**src/rtl/vga_sync_gen_pkg.sv**
```systemverilog
// Shared 640x480@60 raster timing constants, coordinate types and helpers
// used by the sync generator and the graphics stage.
package vga_sync_gen_pkg;

  localparam int unsigned CNT_W = 10;

  localparam int unsigned VGA_H_DISPLAY = 640;
  localparam int unsigned VGA_H_FRONT   = 16;
  localparam int unsigned VGA_H_SYNC    = 96;
  localparam int unsigned VGA_H_BACK    = 48;
  localparam int unsigned VGA_V_DISPLAY = 480;
  localparam int unsigned VGA_V_FRONT   = 10;
  localparam int unsigned VGA_V_SYNC    = 2;
  localparam int unsigned VGA_V_BACK    = 33;

  localparam int unsigned VGA_H_TOTAL = VGA_H_DISPLAY + VGA_H_FRONT + VGA_H_SYNC + VGA_H_BACK;
  localparam int unsigned VGA_V_TOTAL = VGA_V_DISPLAY + VGA_V_FRONT + VGA_V_SYNC + VGA_V_BACK;

  localparam int unsigned VGA_HS_START = VGA_H_DISPLAY + VGA_H_FRONT;
  localparam int unsigned VGA_HS_END   = VGA_HS_START + VGA_H_SYNC - 1;
  localparam int unsigned VGA_VS_START = VGA_V_DISPLAY + VGA_V_FRONT;
  localparam int unsigned VGA_VS_END   = VGA_VS_START + VGA_V_SYNC - 1;

  // Visible area bounds as seen by the graphics stage (x < MAX_X, y < MAX_Y)
  localparam int unsigned MAX_X = VGA_H_DISPLAY;
  localparam int unsigned MAX_Y = VGA_V_DISPLAY;

  typedef logic [CNT_W-1:0] coord_t;

  typedef struct packed {
    coord_t x;
    coord_t y;
  } raster_pos_t;

  typedef struct packed {
    logic hsync;
    logic vsync;
    logic line_tick;
    logic frame_tick;
  } sync_out_t;

  function automatic int unsigned div_width(input int unsigned div);
    return (div > 1) ? $clog2(div) : 1;
  endfunction

  function automatic logic in_window(input coord_t v, input coord_t lo, input coord_t hi);
    return (v >= lo) && (v <= hi);
  endfunction

endpackage

```
**src/rtl/pixel_tick_div.sv**
```systemverilog
// Clock divider producing a one-clk pixel enable every CLK_DIV clocks;
// the enable is forced low while reset is asserted.
module pixel_tick_div
  import vga_sync_gen_pkg::*;
#(
  parameter int unsigned CLK_DIV = 4
) (
  input  logic clk,
  input  logic reset,
  output logic tick
);

  localparam int unsigned    DIV_W = div_width(CLK_DIV);
  localparam logic [DIV_W-1:0] LAST = DIV_W'(CLK_DIV - 1);

  logic [DIV_W-1:0] div_q;
  logic [DIV_W-1:0] div_d;

  always_comb begin
    div_d = div_q + DIV_W'(1);
    if (div_q == LAST) begin
      div_d = '0;
    end
  end

  always_ff @(posedge clk or posedge reset) begin
    if (reset) begin
      div_q <= '0;
    end else begin
      div_q <= div_d;
    end
  end

  assign tick = (div_q == LAST) && !reset;

endmodule

```
**src/rtl/vga_sync_gen.sv**
```systemverilog
// Raster timing generator: pixel enable, h/v counters, registered sync and
// line/frame strobes aligned with the counter outputs, plus video_on decode.
module vga_sync_gen
  import vga_sync_gen_pkg::*;
#(
  parameter int unsigned CLK_DIV   = 4,
  parameter int unsigned H_DISPLAY = VGA_H_DISPLAY,
  parameter int unsigned H_FRONT   = VGA_H_FRONT,
  parameter int unsigned H_SYNC    = VGA_H_SYNC,
  parameter int unsigned H_BACK    = VGA_H_BACK,
  parameter int unsigned V_DISPLAY = VGA_V_DISPLAY,
  parameter int unsigned V_FRONT   = VGA_V_FRONT,
  parameter int unsigned V_SYNC    = VGA_V_SYNC,
  parameter int unsigned V_BACK    = VGA_V_BACK,
  parameter bit          H_POL     = 1'b0,
  parameter bit          V_POL     = 1'b0
) (
  input  logic             clk,
  input  logic             reset,
  output logic             p_tick,
  output logic [CNT_W-1:0] pixel_x,
  output logic [CNT_W-1:0] pixel_y,
  output logic             video_on,
  output logic             hsync,
  output logic             vsync,
  output logic             line_tick,
  output logic             frame_tick
);

  localparam int unsigned H_TOTAL = H_DISPLAY + H_FRONT + H_SYNC + H_BACK;
  localparam int unsigned V_TOTAL = V_DISPLAY + V_FRONT + V_SYNC + V_BACK;

  localparam coord_t H_LAST   = CNT_W'(H_TOTAL - 1);
  localparam coord_t V_LAST   = CNT_W'(V_TOTAL - 1);
  localparam coord_t H_VIS    = CNT_W'(H_DISPLAY);
  localparam coord_t V_VIS    = CNT_W'(V_DISPLAY);
  localparam coord_t HS_START = CNT_W'(H_DISPLAY + H_FRONT);
  localparam coord_t HS_END   = CNT_W'(H_DISPLAY + H_FRONT + H_SYNC - 1);
  localparam coord_t VS_START = CNT_W'(V_DISPLAY + V_FRONT);
  localparam coord_t VS_END   = CNT_W'(V_DISPLAY + V_FRONT + V_SYNC - 1);

  localparam sync_out_t SYNC_RST = '{hsync: ~H_POL, vsync: ~V_POL,
                                     line_tick: 1'b0, frame_tick: 1'b0};

  raster_pos_t pos_q;
  raster_pos_t pos_d;
  sync_out_t   sync_q;
  sync_out_t   sync_d;
  logic        h_wrap;

  pixel_tick_div #(
    .CLK_DIV (CLK_DIV)
  ) u_tick_div (
    .clk   (clk),
    .reset (reset),
    .tick  (p_tick)
  );

  // Counter advance: x every pixel enable, y on each x wrap
  always_comb begin
    pos_d  = pos_q;
    h_wrap = 1'b0;
    if (p_tick) begin
      if (pos_q.x == H_LAST) begin
        pos_d.x = '0;
        h_wrap  = 1'b1;
        pos_d.y = (pos_q.y == V_LAST) ? '0 : pos_q.y + CNT_W'(1);
      end else begin
        pos_d.x = pos_q.x + CNT_W'(1);
      end
    end
  end

  // Sync and strobes decode from the next position so they land with the counters
  always_comb begin
    sync_d            = SYNC_RST;
    sync_d.hsync      = in_window(pos_d.x, HS_START, HS_END) ? H_POL : ~H_POL;
    sync_d.vsync      = in_window(pos_d.y, VS_START, VS_END) ? V_POL : ~V_POL;
    sync_d.line_tick  = h_wrap;
    sync_d.frame_tick = h_wrap && (pos_d.y == V_VIS);
  end

  always_ff @(posedge clk or posedge reset) begin
    if (reset) begin
      pos_q  <= '0;
      sync_q <= SYNC_RST;
    end else begin
      pos_q  <= pos_d;
      sync_q <= sync_d;
    end
  end

  assign pixel_x    = pos_q.x;
  assign pixel_y    = pos_q.y;
  assign video_on   = (pos_q.x < H_VIS) && (pos_q.y < V_VIS);
  assign hsync      = sync_q.hsync;
  assign vsync      = sync_q.vsync;
  assign line_tick  = sync_q.line_tick;
  assign frame_tick = sync_q.frame_tick;

endmodule
```
**config.mk**
```make
export PLATFORM = sky130hd
export DESIGN_NAME = vga_sync_gen
export DESIGN_NICKNAME = d
export VERILOG_FILES = /design/src/rtl/vga_sync_gen_pkg.sv /design/src/rtl/pixel_tick_div.sv /design/src/rtl/vga_sync_gen.sv
export SDC_FILE = /design/constraint.sdc
export NUM_CORES = 1
export LEC_CHECK = 0
export ABC_AREA = 1
export BUFFER_PORTS_ARGS = -buffer_cell sky130_fd_sc_hd__buf_2
export CORE_MARGIN = 2
export CORE_UTILIZATION = 49
export CTS_CLUSTER_DIAMETER = 80
export DETAILED_ROUTE_END_ITERATION = 8
export PLACE_DENSITY_LB_ADDON = 0.15
export SLEW_MARGIN = 40
export SYNTH_ARGS = -nofsm -noshare
export SYNTH_HDL_FRONTEND = slang
export SYNTH_SLANG_ARGS = --single-unit
```
**constraint.sdc**
```tcl
create_clock -name clk -period 2.5 [get_ports clk]
set_input_delay 0.375 -clock clk [delete_from_list [all_inputs] [get_ports clk]]
set_output_delay 0.375 -clock clk [all_outputs]
set_load 0.005 [all_outputs]
```
**Yosys cells after proc, flatten, opt, wreduce, memory -nomap -nowiden**

Index checks and enable logic that the tools add are counted.

- Bits in registers: 26
- Bits of input ports: 2
- Output and inout bits: 26
- Word-level logic and storage cells: 35

- Add/sub/neg operators: 3
- $lt $le $gt $ge: 6
- Equality and inequality tests: 4
- Muxes and demuxes: 9
- Reductions and logical operators: 6

Operators with widths:

| cell | number |
|---|---|
| $mux W10 | 3 |
| $add A10 B1 Y10 const B | 2 |
| $eq A10 B10 Y1 const B | 2 |
| $mux W20 | 1 |
| $eq A10 B9 Y1 const B | 1 |
| $ge A10 B10 Y1 const B | 1 |
| $ge A10 B9 Y1 const B | 1 |
| $le A10 B10 Y1 const B | 1 |
| $le A10 B9 Y1 const B | 1 |
| $lt A10 B10 Y1 const B | 1 |
| $lt A10 B9 Y1 const B | 1 |
| $logic_and A1 B1 Y1 | 5 |
| $mux W1 | 4 |
| $add A2 B1 Y2 const B | 1 |
| $eq A2 B2 Y1 const B | 1 |
| $mux W2 | 1 |
| $logic_not A1 Y1 | 1 |

**Depth between registers and ports, before layout**

- Depth after elaboration: 7
- Mapped depth: 13
- Gate-level depth less buffers: 13

**Hierarchy**

A second synthesis with hierarchy kept.

- Cells, all modules: 218
- Area total of the unflattened synthesis: 1670.4 um2

By module, submodules not included:

| module | instances | cells each | area each (um2) | sequential area each (um2) |
|---|---|---|---|---|
| vga_sync_gen | 1 | 211 | 1590.3 | 603.1 |
| pixel_tick_div | 1 | 7 | 80.1 | 50.0 |

**Worst setup path after synthesis**

OpenSTA, ideal clock, no wires.

- Path type: input to register
- Start point: input reset
- End point: register sync_q (netlist bit vsync)
- Library setup time: 0.064 ns
- Data arrival time: 2.037 ns
- Required time: 2.436 ns
- Setup slack: 0.400 ns
- Cell stages on the path: 11
- Cells stage by stage: inv_1 nand2_2 inv_1 buf_4 buf_2 nand4_1 nand2_1 nand3_1 nand2_1 inv_1 nand3_1

RTL lines:

| what | RTL line | source |
|---|---|---|
| from (decl) | vga_sync_gen.sv:19 | `input logic reset,` |
| to (signal assigned) | vga_sync_gen.sv:89 | `sync_q <= sync_d;` |
| to (decl) | vga_sync_gen.sv:47 | `sync_out_t sync_q;` |

**Worst setup path after layout**

- Start point: register pos_q (netlist bit pixel_x[8])
- End point: output video_on

- Cells in the longest elaborated chain, start to end: 2

RTL lines:

| what | RTL line | source |
|---|---|---|
| from (decl) | vga_sync_gen.sv:45 | `raster_pos_t pos_q;` |
| from (signal assigned) | vga_sync_gen.sv:88 | `pos_q <= pos_d;` |
| $lt A10 B10 Y1 | vga_sync_gen.sv:95 | `assign video_on = (pos_q.x < H_VIS) && (pos_q.y < V_VIS);` |
| $logic_and A1 B1 Y1 | vga_sync_gen.sv:95 |  |
| to (decl) | vga_sync_gen.sv:23 | `output logic video_on,` |

No other way between the ends.

==> results.tsv <==
stage	metric	value	unit
route	drt_wl_total	3.34	mm
route	wire_per_inst	11.4	µm
run_status	outcome	completed	
power	ir_drop	0.254	mV
global_routing	track_usage	0.213	
cells_and_area	finalNetCount	255	
sta	timing.slew.headroom	0.542	
sta	hold_viol_final	0	
sta	grt_setup_unrepaired	no	
power	power.leakage	0.984	nW
critical_path	path_class	reg2out	
sta	slew_violations	0	
place	placed_area	1750	µm²
cts	clockBufferDepth	2	
synth	yosys-top-cells-area	dfrtp_1 (39%), nand2_1 (14%), inv_1 (8.2%)	
synth	synth.net_count	223	
critical_path	end_kind	output pin	
synth	synth_top_area_cell	dfrtp_1	
critical_path	worstPathRequired	2120	ps
sta	fmax	0.517	GHz
floorplan	core_area	3030	µm²
critical_path	crit_chain	nand2_1 > inv_1 > a2111oi_0 > buf_2	
cells_and_area	fillers	295	
floorplan	die_w	60.4	µm
power	p_seq_frac	0.609	
route	dr.pass1.iters	5	
synth	yosys.area.top_type_share	0.385	
cells_and_area	final_area	1790	µm²
cts	cts_tree	yes	
route	vias	1413	
power	power_frac_comb	0.112	
cells_and_area	drive_gt1_frac	0.194	
synth	synth-seq-cells	26	
floorplan	start_util	0.515	
global_routing	grt-ovfl-total	0	
critical_path	r2r-start	pixel_x[1]	
flow_run	drv_cap	0	
cells_and_area	antenna_cells	0	
critical_path	critPathArrivalTime	1560	ps
sta	worstMarginPinSlew	682	ps
cts	clk_pin_slew	150	ps
synth	synth_seq_area_share	0.419	
place	gp_congestion	0.933	
global_routing	grt_pass1_vias	1316	
route	dr.first_iter.drc_count	64	
global_routing	antenna_found_initial	0	
power	p_int	0.575	mW
route	avgViaCountPerCell	4.84	
floorplan	pin_count	28	
cts	htreeDepth	1	
floorplan	fp-row-count	20	
synth	yosysUniqueCellTypes	26	
cts	hold_buffers	0	
synth	syn_area	1560	µm²
power	p_per_area	435	nW/µm²
critical_path	cpPeakStageDelay	440	ps
global_routing	grt_max_degree	27	
power	power	0.778	mW
cells_and_area	final_common_cell	nand2_1	
critical_path	crit_fanout	4	
cells_and_area	ff_latch_area	653	µm²
cells_and_area	final_cell_mix	nand2_1 (59), inv_1 (34), nor2_1 (28), buf_2 (27), dfrtp_1 (24)	
power	p_sw	0.203	mW
place	place_hpwl	2.61	mm
sta	finClkSkew	11.1	ps
critical_path	path_buf_inv	2	
synth	synthCells	217	
critical_path	cp-start-kind	flip-flop	
sta	setup_violations	0	
critical_path	critPathTopFamily	flip-flops	
global_routing	grt_pass1_wl	5.73	mm
cts	cts-resized-gates	0	
cells_and_area	area_delta_synth_final	14.7	%
sta	period_needed	1930	ps
route	drc	0	
cts	numCtsBuffers	3	
critical_path	crit_start	pixel_x[8]	
cells_and_area	multi_input_area	754	µm²
route	ant_nets	0	
power	p_clk_frac	0.279	
sta	finalCritPeriodShare	0.773	
cts	clock_latency	330	ps
sta	fin_setup_tns	0	ps
floorplan	die_height	60.4	µm
cts	clock-sinks	26	
power	sw_frac_of_total	0.261	
synth	synth_area_per_cell	7.18	µm²
cts	cts-root-buf	clkbuf_4	
cts	cts_setup_buffers	0	
critical_path	cpMaxStageDelayCell	dfrtp_1	
worst_hold_path	holdCritPathClass	in2async	
floorplan	fp.dieArea	3650	µm²
synth	yosysWarnings	0	
cells_and_area	fin_util	0.590	
place	port_buffers	27	
## power by group through the flow
stage,combinational (mW),clock [mW],sequential [mW]
floorplan,0.0493,0,0.482
global placement,0.0892,0,0.482
detailed placement,0.0889,0,0.482
CTS,0.0894,0.222,0.474
global route,0.0987,0.242,0.480
finish,0.0870,0.217,0.474
## metrics by stage
step / hold WS [ps] / worst slack [ps] / cells
floorplan: 410 / 400 / 217
global placement: 421 / 697 / 288
detailed placement: 432 / 654 / 288
CTS: 120 / 529 / 292
global route: 131 / 438 / 292
finish: 99.1 / 568 / 292
## worst paths after layout
path                                            end  slack, ps  cells past startpoint
worst max-delay path                       video_on        570                      4
max in group asynchronous                     hsync       2100                      3
worst max register to register                vsync        640                     10
min in group clk                          line_tick        400                      4
worst min-delay path                     pixel_y[7]        100                      3
worst min register to register  u_tick_div.div_q[0]        450                      1
## cells by family (layout without fill, tap and decap cells)
logic type	after synthesis	after routing	synth area share
xor gates and xnor gates	3	3	0.0169
and+or+nand+nor	133	133	0.392
buffers and inverters	39	70	0.0971
DFF	26	26	0.419
adders and majority gates	4	4	0.0321
AOI/OAI and AO/OA	12	12	0.0425
## worst reg2reg max path, stage by stage (launching register included)
cell and delay, ps:
dfrtp_1 400, ha_1 190, nand2_2 80, nor2_4 140, nand2_4 80, nor2_4 210, nand2_1 160, o21ai_1 240
nor2_1 80, nor2_1 130, nand3_1 90
## registers in the layout (all words and copies together) (netlist names)
name	cells
u_tick_div.div_q	2
vsync	1
pixel_x	10
hsync	1
line_tick	1
pixel_y	10
frame_tick	1
## area by class of cell
class,count,area share
Inverter,37,0.0777
Clock buffer,4,0.0203
Sequential cell,26,0.365
Tap cell,44,0.0308
Timing Repair Buffer,29,0.0840
Multi-Input combinational cell,152,0.422
## layer usage
metal	up-vias	wire [µm]	global-route usage
met2	38	1370	0.300
met4	0	61	0.102
met5	-	0	0
li1	751	-	-
met3	7	187	0.0362
met1	617	1720	0.316
## cell usage after synthesis
| master | number |
|---|---|
| a21oi_1 | 2 |
| nor2_2 | 1 |
| nor3_2 | 1 |
| nor2_4 | 2 |
| dfstp_2 | 2 |
| or2_2 | 1 |
| buf_2 | 1 |
| o21ai_0 | 6 |
| dfrtp_1 | 24 |
| nor3_4 | 1 |
| ha_1 | 4 |
| inv_2 | 2 |
| o21ai_1 | 2 |
| nand2_2 | 4 |
| nand2_1 | 59 |
| buf_4 | 1 |
| nand3_1 | 21 |
| nor3_1 | 4 |
| a2111oi_0 | 1 |
| nor2_1 | 28 |
| nand4_1 | 10 |
| nand2_4 | 1 |
| xnor2_1 | 3 |
| inv_1 | 34 |
| o21bai_1 | 1 |
| clkinv_1 | 1 |
Note: power is estimated with default switching activity, not from simulation.
